## src/rtl/pair_serializer.sv

```systemverilog
// pair_serializer: buffers {word1, word0} pairs in a DEPTH-entry FIFO and
// emits them as a single-word valid/ready stream, word 0 first, with out_last
// marking word 1.
// Optional feature macro: PAIR_SERIALIZER_CHECKSUM_EN adds chk_clr/checksum,
// an XOR accumulator over every accepted output word.
module pair_serializer #(
    parameter int WIDTH = 16,
    parameter int DEPTH = 4
) (
    input  logic                     clk,
    input  logic                     rst_n,
    input  logic                     in_valid,
    output logic                     in_ready,
    input  logic [WIDTH-1:0]         data_in_0,
    input  logic [WIDTH-1:0]         data_in_1,
    output logic                     out_valid,
    input  logic                     out_ready,
    output logic [WIDTH-1:0]         data_out,
    output logic                     out_last,
`ifdef PAIR_SERIALIZER_CHECKSUM_EN
    input  logic                     chk_clr,
    output logic [WIDTH-1:0]         checksum,
`endif
    output logic [$clog2(DEPTH):0]   level
);

    localparam int PW = $clog2(DEPTH);
    localparam logic [PW:0] FULL_CNT = (PW+1)'(DEPTH);

    typedef enum logic {
        WORD0 = 1'b0,
        WORD1 = 1'b1
    } state_t;

    logic [PW:0]          wr_ptr_q, wr_ptr_d;
    logic [PW:0]          rd_ptr_q, rd_ptr_d;
    logic [PW:0]          count;
    state_t               state_q, state_d;
    logic [2*WIDTH-1:0]   mem_q [DEPTH];
    logic [2*WIDTH-1:0]   head;
    logic                 push;
    logic                 accept;
    logic                 pop;

    // The extra wrap bit makes the pointer difference the exact occupancy.
    assign count = wr_ptr_q - rd_ptr_q;

    // Flow control, output word mux, pointer and word-select next state.
    always_comb begin
        in_ready  = (count != FULL_CNT);
        out_valid = (count != '0);
        level     = count;
        head      = mem_q[rd_ptr_q[PW-1:0]];
        push      = in_valid && in_ready;
        accept    = out_valid && out_ready;
        pop       = accept && (state_q == WORD1);
        data_out  = '0;
        out_last  = 1'b0;
        if (out_valid) begin
            data_out = (state_q == WORD1) ? head[2*WIDTH-1:WIDTH] : head[WIDTH-1:0];
            out_last = (state_q == WORD1);
        end
        wr_ptr_d = wr_ptr_q + (PW+1)'(push);
        rd_ptr_d = rd_ptr_q + (PW+1)'(pop);
        state_d  = state_q;
        if (accept) begin
            state_d = (state_q == WORD0) ? WORD1 : WORD0;
        end
    end

    // Pointer and word-select registers; reset discards any stored pairs.
    always_ff @(posedge clk) begin
        if (!rst_n) begin
            wr_ptr_q <= '0;
            rd_ptr_q <= '0;
            state_q  <= WORD0;
        end else begin
            wr_ptr_q <= wr_ptr_d;
            rd_ptr_q <= rd_ptr_d;
            state_q  <= state_d;
        end
    end

    // Pair storage; contents are don't-care until written, so no reset.
    always_ff @(posedge clk) begin
        if (push) begin
            mem_q[wr_ptr_q[PW-1:0]] <= {data_in_1, data_in_0};
        end
    end

`ifdef PAIR_SERIALIZER_CHECKSUM_EN
    logic [WIDTH-1:0] checksum_q, checksum_d;

    // Clear takes effect before the accumulate of a same-cycle accepted word.
    always_comb begin
        checksum_d = chk_clr ? '0 : checksum_q;
        if (accept) begin
            checksum_d = checksum_d ^ data_out;
        end
    end

    // Checksum accumulator register.
    always_ff @(posedge clk) begin
        if (!rst_n) begin
            checksum_q <= '0;
        end else begin
            checksum_q <= checksum_d;
        end
    end

    assign checksum = checksum_q;
`endif

endmodule
```

## config.mk

```make
export PLATFORM = sky130hd
export DESIGN_NAME = pair_serializer
export DESIGN_NICKNAME = d
export VERILOG_FILES = /design/src/rtl/pair_serializer.sv
export SDC_FILE = /design/constraint.sdc
export NUM_CORES = 1
export LEC_CHECK = 0
export CORE_UTILIZATION = 55
export DETAILED_ROUTE_END_ITERATION = 10
export PLACE_DENSITY = 0.78
export RECOVER_POWER = 100
export SLEW_MARGIN = 20
export SYNTH_ARGS = -nofsm -noshare
export SYNTH_HDL_FRONTEND = slang
export SYNTH_SLANG_ARGS = --single-unit
```

## constraint.sdc

```tcl
create_clock -name clk -period 4.95 [get_ports clk]
set_input_delay 1.485 -clock clk [delete_from_list [all_inputs] [get_ports clk]]
set_output_delay 1.485 -clock clk [all_outputs]
set_load 0.05 [all_outputs]
```

* Word-level counts from Yosys, hierarchy flattened
Memories as Yosys holds them, arrays and structs flattened. A register that Yosys moved wholly into a read port is not among the register bits.
Index checks and enable logic that the tools add are counted.
** Word-level totals
- Flip-flop bits (word level) :: 7
- Memory bits (writable) :: 128
- Bits of input ports :: 36
- Output and inout bits :: 22
- Logic and storage cells :: 19
- Memories :: 1
** Cells by class
- $add $sub $neg :: 3
- Equality and inequality tests :: 1
- Muxes and demuxes :: 7
- Reductions and logical operators :: 4
** Memories
- mem_q :: words 4, bits a word 32, read ports 1, clocked after memory_dff 1, write ports 1, line 39 : logic [2*WIDTH-1:0] mem_q [DEPTH];
** Operator list (number)
- $mux W16 :: 2
- $add A3 B1 Y3 :: 2
- $mux W1 :: 4
- $logic_and A1 B1 Y1 :: 3
- $ne A3 B3 Y1 const B :: 1
- $reduce_bool A3 Y1 :: 1
- $sub A3 B3 Y3 :: 1
- $mux W2 :: 1

* Logic depth before layout (Yosys ltp)
- Word-level depth :: 6
- Gate-level depth with buffers :: 10
- Mapped depth without buffers :: 10

* Worst setup path before layout
OpenSTA, ideal clock, no wires.
- Path kind :: input port to flip-flop
- From :: input in_valid
- To :: memory mem_q[0][0] (netlist name) (enable)
- Library setup time :: 461 ps
- Data arrival time :: 3761 ps
- Data required time :: 4489 ps
- Setup slack :: 727 ps
- Stages on the path :: 2
- Path buffers :: 0
- Cells stage by stage :: o21ai_2 > nor3_1
** On the way
- Longest elaborated chain between the ends :: 3
** Ends and longest elaborated chain
- from (decl) :: line 12 : input logic in_valid,
- $logic_and A1 B1 Y1 :: line 54 : push = in_valid && in_ready;
- $mux W1 :: line 86 : if (push) begin
- $mux W1 (implied by the code) :: line 87 : mem_q[wr_ptr_q[PW-1:0]] <= {data_in_1, data_in_0};
- to (decl) :: line 39
No other way between the ends.

* Final worst setup path
- From :: register wr_ptr_q[0]
- To :: output data_out[14]
** On the way
- Longest elaborated chain between the ends :: 3
** Ends and longest elaborated chain
- from (decl) :: line 35 : logic [PW:0] wr_ptr_q, wr_ptr_d;
- from (signal assigned) :: line 78 : wr_ptr_q <= wr_ptr_d;
- $sub A3 B3 Y3 :: line 46 : assign count = wr_ptr_q - rd_ptr_q;
- $reduce_bool A3 Y1 :: line 51 : out_valid = (count != '0);
- $mux W16 :: line 59 : if (out_valid) begin
- to (decl) :: line 18 : output logic [WIDTH-1:0] data_out,
No other way between the ends.

==> out/metrics.csv <==
metric,value,unit
violations,"capacitance limit, slew limit",
netlist_instances,314,
ant_nets,0,
clk_pin_slew,0.06,ns
switchingPower,0.937,mW
swShare,0.301,
grt_overflow_total,0,
first_pass_iters,4,
worst-path-buf-inv,2,
yosys.area.top_type_share,0.707,
maxSlewViolCount,66,
min_path_type,register to register,
cp-start-kind,register,
fin_crit,4.73,ns
cp_cell_sequence,inv_1 -> ha_1 -> fa_1 -> xnor3_2 -> nand3_4 -> and3_1 -> clkdlybuf4s50_1,
peakVddDrop,0.293,mV
syn-cell-area,0.00544,mm^2
synth_nets,356,
hold_violations,0,
core,0.00942,mm^2
grt_pass1_vias,3082,
drcViolationCount,0,
io_buffers,57,
cts.path.max_buffers,2,
fin_nets,426,
cap_violations,2,
htreeDepth,4,
power.leakage,2.23,nW
required,3.46,ns
drtIter0Drc,170,
syn_area_per_cell,17.3,um^2
fin_skew,0.00588,ns
achievable-frequency,0.211,GHz
cts_tree,yes,
grt_usage,0.223,
yosysWarnings,0,
ys_ff_latch,135,
grt_pass1_wl,16200,um
numCtsBuffers,17,
clock-root-buffer,clkbuf_8,
dieArea,0.0103,mm^2
viasPerCell,5.73,
cpPeakStageDelay,0.80,ns
vias,3013,
post-route-period-util,0.956,
ys_types,30,
path_class,register to output port,
num_rows,35,
die_w,101,um
combPwrFrac,0.206,
clkSinkCount,135,
place.gp.congestion,0.773,
setup_viol_count_final,0,
wl,10400,um
p_int,2.18,mW
yosys-top-cells-area,"edfxtp_1 (71%), mux2i_1 (12%), a22oi_1 (4.4%)",
synth_top_area_cell,edfxtp_1,
initial_core_util,0.577,
post_cts_buffers,0,
diodes,0,
die_h,101,um
cpLargestDelayFamily,buffers and inverters,
worstSkewPairLatency,0.51,ns
worstMarginPinSlew,2.06,ns
fin_tns_setup,0,ns
pin_count,58,
drive_gt1_frac,0.108,
rsz0062_at_grt,no,
critPathArrivalTime,3.25,ns
dp_hpwl,6060,um
seqPwrFrac,0.437,
final.fill_count,606,
wire_per_inst,19.7,um
final_util,0.709,
cpMaxStageDelayCell,clkdlybuf4s50_1,
p_per_area,466,mW/mm^2
grt_start_max_net_pins,34,
status,"complete, but fails checks",
slew-limit-headroom,-0.375,
critPathCaptureType,output port,
worstPathMaxFanout,19,
antenna_found_initial,0,
seq_area_frac_synth,0.733,
syn2layout_area_growth,22.8,%
pwr-share-clk,0.357,
[timing repair]
item | in CTS | in global routing
hold buffers | 0 | 0
gates resized for setup | 0 | 2
setup endpoints to repair | 0 | 2
[worst paths after layout]
path / startpoint / end / slack (ns) / cells past startpoint
min reg2reg: wr_ptr_q[2]$_SDFF_PN0_ / wr_ptr_q[2]$_SDFF_PN0_ / 0.68 / 2
max: wr_ptr_q[0]$_SDFF_PN0_ / data_out[14] / 0.22 / 7
min: wr_ptr_q[2]$_SDFF_PN0_ / wr_ptr_q[2]$_SDFF_PN0_ / 0.68 / 2
max reg2reg: wr_ptr_q[0]$_SDFF_PN0_ / mem_q[1][10]$_DFFE_PP_ / 1.06 / 7
[per-layer routing]
metal,vias up,part of all wire,GRT usage
li1,1389,-,-
met1,1493,0.40,0.279
met2,118,0.52,0.379
met3,13,0.066,0.0511
met4,0,0.015,0.0925
met5,-,0,0
[synthesized netlist by cell type]
| cell type | number |
|---|---|
| clkbuf_2 | 2 |
| and4_1 | 1 |
| dfxtp_1 | 7 |
| inv_1 | 8 |
| o21ai_2 | 1 |
| buf_6 | 1 |
| nor4bb_1 | 1 |
| buf_2 | 8 |
| fa_1 | 1 |
| xor2_1 | 3 |
| ha_1 | 5 |
| buf_1 | 2 |
| nand3_1 | 2 |
| and2_1 | 8 |
| nor2_1 | 2 |
| a22oi_1 | 32 |
| mux2i_1 | 64 |
| clkbuf_1 | 3 |
| edfxtp_1 | 128 |
| nor2b_1 | 3 |
| xnor3_2 | 1 |
| and3_1 | 17 |
| xnor2_1 | 1 |
| buf_4 | 2 |
| nor3_1 | 4 |
| a32oi_1 | 2 |
| nand3_4 | 1 |
| nand4_1 | 1 |
| and4b_1 | 2 |
| nand2_1 | 1 |
[layout by cell type, fill, tap and decap left out, drive strengths merged]
cell	count
clkinvlp	3
xnor3	1
nor2b	3
and4b	2
nand2	1
nand3	3
xnor2	1
clkbuf	25
nor3	4
ha	5
a22oi	32
mux2i	64
nand4	1
edfxtp	128
and4	1
a32oi	2
nor4bb	1
and3	17
xor2	3
fa	1
dlygate4sd3	38
clkdlybuf4s50	17
clkinv	6
o21ai	1
inv	14
and2	8
buf	6
nor2	2
dfxtp	7
[stage by stage]
step / instance area, um^2 / setup WS, ns / power [mW] / hold WS, ns / cells
final: 6680 / 0.218 / 3.11 / 0.682 / 526
after global routing: 6680 / 0.0336 / 3.22 / 0.742 / 526
after CTS: 6720 / 0.109 / 3.15 / 0.683 / 526
after detailed placement: 6190 / 0.699 / 2.04 / 0.670 / 494
after global placement: 6190 / 0.807 / 2.03 / 0.645 / 494
after floorplan: 5440 / 0.727 / 1.81 / 0.579 / 314
[flip-flops by register name, indices dropped and copies added, names as in the netlist]
| signal | flops |
|---|---|
| state_q | 1 |
| wr_ptr_q | 3 |
| rd_ptr_q | 3 |
| mem_q | 128 |
[power groups by stage]
| stage | registers [mW] | clock network [mW] | logic (mW) |
|---|---|---|---|
| 2_1_floorplan | 1.37 | 0 | 0.444 |
| 5_1_grt | 1.37 | 1.17 | 0.679 |
| 6_report | 1.36 | 1.11 | 0.640 |
| 4_1_cts | 1.36 | 1.13 | 0.667 |
| 3_5_place_dp | 1.38 | 0 | 0.659 |
| 3_3_place_gp | 1.38 | 0 | 0.650 |
[cell families after synthesis]
| group | share of synthesized area |
|---|---|
| DFF | 0.733 |
| muxes | 0.118 |
| and+or+nand+nor | 0.0513 |
| AOI/OAI and AO/OA | 0.0490 |
| buffers and inverters | 0.0230 |
| adders and majority gates | 0.0152 |
| xor gates and xnor gates | 0.0108 |
[worst min-delay path, cell delays in order (launching register included)]
cell	delay, ns
dfxtp_1	0.36
xor2_1	0.17
and2_1	0.12
[area by class of cell]
type / count / area, um^2 / area share
inverters: 8 / 30.0 / 0.00450
repair buffers: 69 / 626 / 0.0937
flip-flops and latches: 135 / 3990 / 0.597
clock buffers: 17 / 414 / 0.0620
clock inverters: 15 / 119 / 0.0178
multi-input cells: 153 / 1340 / 0.201
well taps: 129 / 161 / 0.0242
No activity file was read; power rests on OpenSTA's default activity.
